File: src/rtl/axi_sink_txn_ctrl.sv
// AXI4 sink transaction controller.
// Bounds the number of outstanding write and read bursts by gating the
// AW/AR valid/ready pairs, and offers a quiesce/drain handshake so the
// shell can safely reconfigure or reset the downstream data path.
// B and R channels are observed only; payloads never pass through here.
module axi_sink_txn_ctrl #(
    parameter int MAX_WR   = 16,
    parameter int MAX_RD   = 16,
    parameter int CNT_BITS = 8
) (
    input  logic                aclk,
    input  logic                aresetn,
    // write address gating
    input  logic                s_awvalid,
    output logic                s_awready,
    output logic                m_awvalid,
    input  logic                m_awready,
    // read address gating
    input  logic                s_arvalid,
    output logic                s_arready,
    output logic                m_arvalid,
    input  logic                m_arready,
    // observed response/data handshakes
    input  logic                bvalid,
    input  logic                bready,
    input  logic                rvalid,
    input  logic                rready,
    input  logic                rlast,
    // quiesce handshake and status
    input  logic                quiesce_req,
    output logic                quiesce_ack,
    output logic [CNT_BITS-1:0] wr_outstanding,
    output logic [CNT_BITS-1:0] rd_outstanding,
    output logic                err_underflow
);

    localparam logic [1:0] ST_RUN   = 2'd0;
    localparam logic [1:0] ST_DRAIN = 2'd1;
    localparam logic [1:0] ST_IDLE  = 2'd2;

    localparam logic [CNT_BITS-1:0] WR_LIMIT = CNT_BITS'(MAX_WR);
    localparam logic [CNT_BITS-1:0] RD_LIMIT = CNT_BITS'(MAX_RD);

    logic [1:0]          state;
    logic [1:0]          state_next;
    logic [CNT_BITS-1:0] wr_cnt;
    logic [CNT_BITS-1:0] rd_cnt;
    logic [CNT_BITS-1:0] wr_cnt_next;
    logic [CNT_BITS-1:0] rd_cnt_next;
    logic                wr_uf;
    logic                rd_uf;
    logic                ack_q;
    logic                err_q;

    logic                wr_en;
    logic                rd_en;
    logic                aw_hs;
    logic                ar_hs;
    logic                b_hs;
    logic                r_last_hs;

    // Enables depend only on registered state and counts, so the
    // valid/ready gating never forms a combinational loop and a burst
    // can never push a counter past its limit.
    assign wr_en = (state == ST_RUN) && (wr_cnt < WR_LIMIT);
    assign rd_en = (state == ST_RUN) && (rd_cnt < RD_LIMIT);

    assign m_awvalid = s_awvalid & wr_en;
    assign s_awready = m_awready & wr_en;
    assign m_arvalid = s_arvalid & rd_en;
    assign s_arready = m_arready & rd_en;

    assign aw_hs     = m_awvalid & m_awready;
    assign ar_hs     = m_arvalid & m_arready;
    assign b_hs      = bvalid & bready;
    assign r_last_hs = rvalid & rready & rlast;

    // Next write count: +1 per accepted AW, -1 per accepted B, saturating at 0.
    always_comb begin
        // NOTE: every output of a combinational block gets a default first,
        // so no path leaves it unassigned and no latch is inferred.
        wr_cnt_next = wr_cnt;
        wr_uf       = 1'b0;
        if (aw_hs && !b_hs) begin
            wr_cnt_next = wr_cnt + 1'b1;
        end else if (b_hs && !aw_hs) begin
            if (wr_cnt == '0) begin
                wr_uf = 1'b1;
            end else begin
                wr_cnt_next = wr_cnt - 1'b1;
            end
        end
    end

    // Next read count: +1 per accepted AR, -1 per accepted last R beat.
    always_comb begin
        rd_cnt_next = rd_cnt;
        rd_uf       = 1'b0;
        if (ar_hs && !r_last_hs) begin
            rd_cnt_next = rd_cnt + 1'b1;
        end else if (r_last_hs && !ar_hs) begin
            if (rd_cnt == '0) begin
                rd_uf = 1'b1;
            end else begin
                rd_cnt_next = rd_cnt - 1'b1;
            end
        end
    end

    // Quiesce FSM: a dropped request always wins and returns to RUN;
    // the drain completes only on registered zero counts.
    always_comb begin
        state_next = state;
        case (state)
            ST_RUN: begin
                if (quiesce_req) state_next = ST_DRAIN;
            end
            ST_DRAIN: begin
                if (!quiesce_req) begin
                    state_next = ST_RUN;
                end else if ((wr_cnt == '0) && (rd_cnt == '0)) begin
                    state_next = ST_IDLE;
                end
            end
            ST_IDLE: begin
                if (!quiesce_req) state_next = ST_RUN;
            end
            default: state_next = ST_RUN;
        endcase
    end

    // State, counters, acknowledge and sticky underflow flag.
    always_ff @(posedge aclk or negedge aresetn) begin
        if (!aresetn) begin
            state  <= ST_RUN;
            wr_cnt <= '0;
            rd_cnt <= '0;
            ack_q  <= 1'b0;
            err_q  <= 1'b0;
        end else begin
            // NOTE: non-blocking assignments make every register sample the
            // pre-edge values, independent of statement order.
            state  <= state_next;
            wr_cnt <= wr_cnt_next;
            rd_cnt <= rd_cnt_next;
            ack_q  <= (state_next == ST_IDLE);
            if (wr_uf || rd_uf) err_q <= 1'b1;
        end
    end

    assign quiesce_ack    = ack_q;
    assign wr_outstanding = wr_cnt;
    assign rd_outstanding = rd_cnt;
    assign err_underflow  = err_q;

endmodule

File: config.mk
export PLATFORM = sky130hd
export DESIGN_NAME = axi_sink_txn_ctrl
export DESIGN_NICKNAME = d
export VERILOG_FILES = /design/src/rtl/axi_sink_txn_ctrl.sv
export SDC_FILE = /design/constraint.sdc
export NUM_CORES = 1
export LEC_CHECK = 0
export ABC_AREA = 1
export BUFFER_PORTS_ARGS = -buffer_cell sky130_fd_sc_hd__buf_4
export CAP_MARGIN = 20
export CORE_ASPECT_RATIO = 0.5
export CORE_MARGIN = 2
export CORE_UTILIZATION = 45
export CTS_CLUSTER_DIAMETER = 100
export DETAILED_ROUTE_END_ITERATION = 8
export GPL_TIMING_DRIVEN = 0
export PLACE_DENSITY = 0.68
export SLEW_MARGIN = 20
export SYNTH_ARGS = -nofsm -noshare
export SYNTH_HDL_FRONTEND = slang
export SYNTH_SLANG_ARGS = --single-unit
File: constraint.sdc
create_clock -name aclk -period 3.3 [get_ports aclk]
set_input_delay 0.495 -clock aclk [delete_from_list [all_inputs] [get_ports aclk]]
set_output_delay 0.495 -clock aclk [all_outputs]
set_load 0.005 [all_outputs]
-- Yosys cells after proc, flatten, opt, wreduce, memory -nomap -nowiden
Index checks and enable logic that the tools add are counted.
- bits in registers: 20
- word-level logic and storage cells: 61
- output and inout port bits: 22
- reduce and logical (&&, ||, !) cells: 19
- multiplexer cells: 17
- eq/ne operators: 5
- bitwise operators: 9
- $add $sub $neg: 4
- $lt $le $gt $ge: 2
- operators with widths (kind ; count):
    $mux 8 ; 6
    $add 8x1->8 const B ; 2
    $logic_not 8->1 ; 2
    $lt 8x5->1 const B ; 2
    $sub 8x1->8 const B ; 2
    $and 1x1->1 ; 9
    $mux 2 ; 4
    $logic_and 1x1->1 ; 7
    $mux 1 ; 6
    $pmux 2 s3 ; 1
    $eq 2x2->1 const B ; 2
    $logic_not 1->1 ; 4
    $ne 2x2->1 const B ; 2
    $reduce_and 2->1 ; 2
    $reduce_bool 2->1 ; 2
    $eq 2x1->1 const B ; 1
    $logic_not 2->1 ; 1
    $logic_or 1x1->1 ; 1

-- Longest topological paths before layout
- word-level depth: 9
- depth in mapped cells: 18
- gate-level depth less buffers: 18

-- Least setup slack after synthesis
No wires, ideal clock.
- path type: flip-flop to flip-flop
- start: register wr_cnt[7], in the netlist wr_outstanding[7]
- end: register wr_cnt[7], in the netlist wr_outstanding[7]
- clock period less this slack: 2313 ps
- cell stages (with the launch flop): 16
- library setup time: 117 ps
- arrival: 2196 ps
- setup slack: 987 ps
- cell sequence: dfrtp_1 > nor2_1 > nand2_1 > nor2_1 > inv_1 > nor2_1 > nand2_1 > inv_1 > ha_1 > inv_1 > ha_1 > or2_2 > nand3_1 > nand3b_1 > nand3_1 > nand2_1
- word-level cells in the longest chain between the ends: 8
- ends and longest elaborated chain (item ; RTL line ; RTL):
    start: declaration ; 46 ; logic [CNT_BITS-1:0] wr_cnt;
    start signal: assignment ; 144 ; wr_cnt <= wr_cnt_next;
    $lt 8x5->1 ; 65 ; assign wr_en = (state == ST_RUN) && (wr_cnt < WR_LIMIT);
    $logic_and 1x1->1 ; 65 ;
    $and 1x1->1 ; 68 ; assign m_awvalid = s_awvalid & wr_en;
    $and 1x1->1 ; 73 ; assign aw_hs = m_awvalid & m_awready;
    $logic_not 1->1 ; 86 ; end else if (b_hs && !aw_hs) begin
    $logic_and 1x1->1 ; 86 ;
    $reduce_bool 2->1 (no source line) ; -- ;
    $reduce_and 2->1 (no source line) ; -- ;
Parallel ways exist; a longest one is shown, timed or not. The select of a mux whose other input is x is not followed.
A chain may end at the register's enable or synchronous reset.

-- Final worst setup path
Same ends and word-level chain as after synthesis.

==> impl_results.html <==
<table>
<tr><th>Metric</th><th>Value</th></tr>
<tr><th colspan="2">Synthesis</th></tr>
<tr><td>Ranking of synthesized cells by instance count</td><td>nand2_1 (78), inv_1 (38), nor2_1 (27), dfrtp_1 (20), ha_1 (16)</td></tr>
<tr><td>Area share of the largest cell type after synthesis</td><td>31.4%</td></tr>
<tr><td>Number of nets in the synthesized netlist</td><td>260</td></tr>
<tr><td>Number of flops mapped to enable cells by yosys</td><td>0</td></tr>
<tr><td>Library cells used by synthesis</td><td>17</td></tr>
<tr><td>Synthesized instance count</td><td>230</td></tr>
<tr><td>Number of warnings printed during yosys synthesis</td><td>0</td></tr>
<tr><td>Post-Syn Area</td><td>0.00159 mm²</td></tr>
<tr><td>FF+latch count, synth</td><td>20</td></tr>
<tr><td>Most common flop cell mapped by yosys</td><td>dfrtp_1</td></tr>
<tr><td>Dominant cells by area after synthesis</td><td>dfrtp_1 (31%), nand2_1 (18%), ha_1 (13%)</td></tr>
<tr><td>Most used standard cell by instance count after synthesis</td><td>nand2_1</td></tr>
<tr><td>Part of the Yosys area used for sequential elements</td><td>31.4%</td></tr>
<tr><td>Average instance area after synthesis</td><td>6.93 µm²</td></tr>
<tr><td>Fraction of registers with async set or reset after synthesis</td><td>100%</td></tr>
<tr><td>Cell accounting for the most synthesized area</td><td>dfrtp_1</td></tr>
<tr><th colspan="2">Floorplan</th></tr>
<tr><td>Number of rows in the core area</td><td>15</td></tr>
<tr><td>Die Span X</td><td>88.2 µm</td></tr>
<tr><td>Count of pins on the block boundary</td><td>34</td></tr>
<tr><td>Overall die area</td><td>0.00406 mm²</td></tr>
<tr><td>Die Y-Extent</td><td>46.1 µm</td></tr>
<tr><td>Area of the core</td><td>0.00342 mm²</td></tr>
<tr><td>Starting Density</td><td>46.7%</td></tr>
<tr><th colspan="2">Global routing</th></tr>
<tr><td>Via count of the first global-routing pass</td><td>1210</td></tr>
<tr><td>Global-route wire length before repair</td><td>5230 µm</td></tr>
<tr><td>GRT Resource Usage Total</td><td>16.5%</td></tr>
<tr><td>Antenna violations before repair</td><td>0</td></tr>
<tr><td>Maximum number of pins on one net before global-route repair</td><td>21</td></tr>
<tr><td>Total congestion overflow after global routing</td><td>0</td></tr>
<tr><th colspan="2">Layout</th></tr>
<tr><td>Fraction of layout cells with a size suffix above 1</td><td>16.2%</td></tr>
<tr><td>Layout Nets</td><td>298</td></tr>
<tr><td>Final instance count without filler cells</td><td>317</td></tr>
<tr><td>Fin util</td><td>57.0%</td></tr>
<tr><td>Antenna Cells</td><td>0</td></tr>
<tr><td>Area growth, synth to finish</td><td>22.1%</td></tr>
<tr><td>Fillers</td><td>326</td></tr>
<tr><th colspan="2">Worst setup path</th></tr>
<tr><td>Worst reg-to-reg path cell count</td><td>15</td></tr>
<tr><td>End of the worst register-to-register path</td><td>wr_outstanding[7]$_DFFE_PN0P_</td></tr>
<tr><td>Source of the worst register-to-register timing path</td><td>wr_outstanding[7]$_DFFE_PN0P_</td></tr>
<tr><td>Critical Setup Path Class</td><td>reg -&gt; reg</td></tr>
<tr><td>Worst setup slack for register-to-register paths</td><td>0.70 ns</td></tr>
<tr><td>CP required</td><td>3.45 ns</td></tr>
<tr><td>Critical path arrival</td><td>2.74 ns</td></tr>
<tr><td>Kind of end point of the critical path</td><td>flop</td></tr>
<tr><td>Worst setup SP type</td><td>flop</td></tr>
<tr><td>Critical path peak fanout</td><td>9</td></tr>
<tr><th colspan="2">Clock tree</th></tr>
<tr><td>Clock buffer count from CTS</td><td>3</td></tr>
<tr><td>Number of gates resized after CTS</td><td>0</td></tr>
<tr><td>Hold bufs inserted after CTS</td><td>0</td></tr>
<tr><td>Post-CTS setup buffers</td><td>0</td></tr>
<tr><td>Clock Pin Slew Worst Setup and Hold Paths</td><td>0.07 ns</td></tr>
<tr><td>CTS root buf</td><td>clkbuf_8</td></tr>
<tr><td>CTS tree</td><td>yes</td></tr>
<tr><td>Latest clock arrival within the worst-skew pair</td><td>0.25 ns</td></tr>
<tr><td>Clock Tree Buf Depth</td><td>2</td></tr>
<tr><td>Clock sink count</td><td>20</td></tr>
<tr><td>Htree depth</td><td>1</td></tr>
<tr><th colspan="2">STA</th></tr>
<tr><td>Final Max Slew Viols</td><td>0</td></tr>
<tr><td>Setup repair after global routing missed its margin</td><td>false</td></tr>
<tr><td>Final count of hold timing violations</td><td>0</td></tr>
<tr><td>Period utilisation layout</td><td>78.7%</td></tr>
<tr><td>Headroom to the max-slew limit</td><td>77.3%</td></tr>
<tr><td>Worst Tran Pin Value</td><td>0.340 ns</td></tr>
<tr><td>Skew final</td><td>0.000661 ns</td></tr>
<tr><td>Final setup violation count</td><td>0</td></tr>
<tr><td>Max frequency</td><td>385 MHz</td></tr>
<tr><td>Final TNS setup</td><td>0 ns</td></tr>
<tr><td>Minimum period implied by the final worst setup slack</td><td>2.60 ns</td></tr>
<tr><th colspan="2">Min path</th></tr>
<tr><td>Type of the worst min-delay path</td><td>in -&gt; async</td></tr>
<tr><th colspan="2">Route</th></tr>
<tr><td>Violation count after the first detailed-routing iteration</td><td>67</td></tr>
<tr><td>Sum of routed wire length over all layers</td><td>3190 µm</td></tr>
<tr><td>Remaining routing DRC violations</td><td>0</td></tr>
<tr><td>Detailed-router iteration count before antenna repair</td><td>4</td></tr>
<tr><td>Antenna violation net count after detailed routing</td><td>0</td></tr>
<tr><td>Via-to-Cell Ratio</td><td>4.58</td></tr>
<tr><td>Via count</td><td>1453</td></tr>
<tr><td>Avg WL per Cell</td><td>10.0 µm</td></tr>
<tr><th colspan="2">Placement</th></tr>
<tr><td>Final estimated routing congestion in global placement</td><td>0.785</td></tr>
<tr><td>Number of cells in the design after placement</td><td>314</td></tr>
<tr><td>Half-perimeter wire length after detailed placement</td><td>2590 µm</td></tr>
<tr><td># port buffers</td><td>33</td></tr>
<tr><th colspan="2">Pwr</th></tr>
<tr><td>Pwr/cell area</td><td>883 mW/mm²</td></tr>
<tr><td>Static power due to leakage</td><td>1.13 nW</td></tr>
<tr><td>Worst voltage drop across the vdd grid</td><td>0.000432 V</td></tr>
<tr><td>Total design power</td><td>1.72 mW</td></tr>
<tr><th colspan="2">Status</th></tr>
<tr><td>Run status</td><td>finished, final reports clean</td></tr>
<tr><th colspan="2">Flow run</th></tr>
<tr><td>Number of max-cap violations</td><td>0</td></tr>
</table>
worst max-delay path, cell delays in order, from the launching register on:
cell and delay [ns]:
dfrtp_1 0.43, nor2_1 0.13, nand2_1 0.10, nor2_1 0.09, inv_1 0.06, nor2_1 0.12, nand2_1 0.10, inv_1 0.06
ha_1 0.17, inv_1 0.18, ha_1 0.37, or2_2 0.31, nand3_1 0.12, nand3b_1 0.10, nand3_1 0.09, nand2_1 0.05
layout by cell type, fill, tap and decap left out, types with 3 or more instances in the layout:
cell,n
a21oi_1,4
buf_4,33
clkbuf_8,3
dfrtp_1,20
ha_1,16
inv_1,38
nand2_1,78
nand3_1,15
nand3b_1,5
nor2_1,27
o21ai_0,6
xnor2_1,7
xor2_1,3
metal layers:
metal  up-vias  share of wire [%]  global-route usage, %
met4         0               0.53                   2.73
met1       643                 48                   21.7
met3         2                3.1                   3.23
li1        782                  -                      -
met5         -                  0                      0
met2        26                 48                   29.3
report_power, final:
part           switching, mW  total, mW  internal [mW]  leakage [nW]
Clock                 0.0739      0.155         0.0811        0.0216
Sequential             0.130      0.477          0.346         0.250
Combinational          0.575       1.09          0.513         0.855
logic make-up after synthesis:
| family | count (synthesis) | share of synthesized area, % |
|---|---|---|
| xor+xnor | 10 | 5.49 |
| fa+ha+maj | 18 | 15.1 |
| flops | 20 | 31.4 |
| simple gates | 132 | 34.5 |
| compound gates | 10 | 3.14 |
| buf+inv | 40 | 10.4 |
metrics by stage:
| stage | setup slack (ns) | hold slack [ns] | cell area (µm²) |
|---|---|---|---|
| finish | 0.704 | 0.110 | 1950 |
| global route | 0.460 | 0.118 | 1950 |
| CTS | 0.720 | 0.112 | 1950 |
| detailed placement | 0.739 | 0.392 | 1910 |
| global placement | 0.799 | 0.388 | 1910 |
| floorplan | 0.987 | 0.199 | 1590 |
sequential cells by signal (all words and copies together), names as in the netlist:
signal and cells:
quiesce_ack 1, wr_outstanding 8, err_underflow 1, rd_outstanding 8
state 2
cell type report:
type	count	area (µm²)	share of cell area [%]
buffer	2	22.5	1.16
clock buffer	3	41.3	2.12
inverter	38	143	7.33
multi-input combinational	170	928	47.7
sequential	20	500	25.7
tap	51	63.8	3.28
timing repair buffer	33	248	12.7
how the worst max path moves through the flow:
stage | startpoint | end | slack [ns] | depth (start not counted)
6_report | wr_outstanding[7]$_DFFE_PN0P_ | wr_outstanding[7]$_DFFE_PN0P_ | 0.70 | 15
2_1_floorplan | wr_outstanding[7]$_DFFE_PN0P_ | wr_outstanding[7]$_DFFE_PN0P_ | 0.99 | 15
3_5_place_dp | wr_outstanding[7]$_DFFE_PN0P_ | wr_outstanding[7]$_DFFE_PN0P_ | 0.74 | 15
5_1_grt | wr_outstanding[7]$_DFFE_PN0P_ | wr_outstanding[4]$_DFFE_PN0P_ | 0.46 | 15
4_1_cts | wr_outstanding[7]$_DFFE_PN0P_ | wr_outstanding[7]$_DFFE_PN0P_ | 0.72 | 15
3_3_place_gp | wr_outstanding[7]$_DFFE_PN0P_ | wr_outstanding[7]$_DFFE_PN0P_ | 0.80 | 15
No activity file was read; power rests on OpenSTA's default activity.
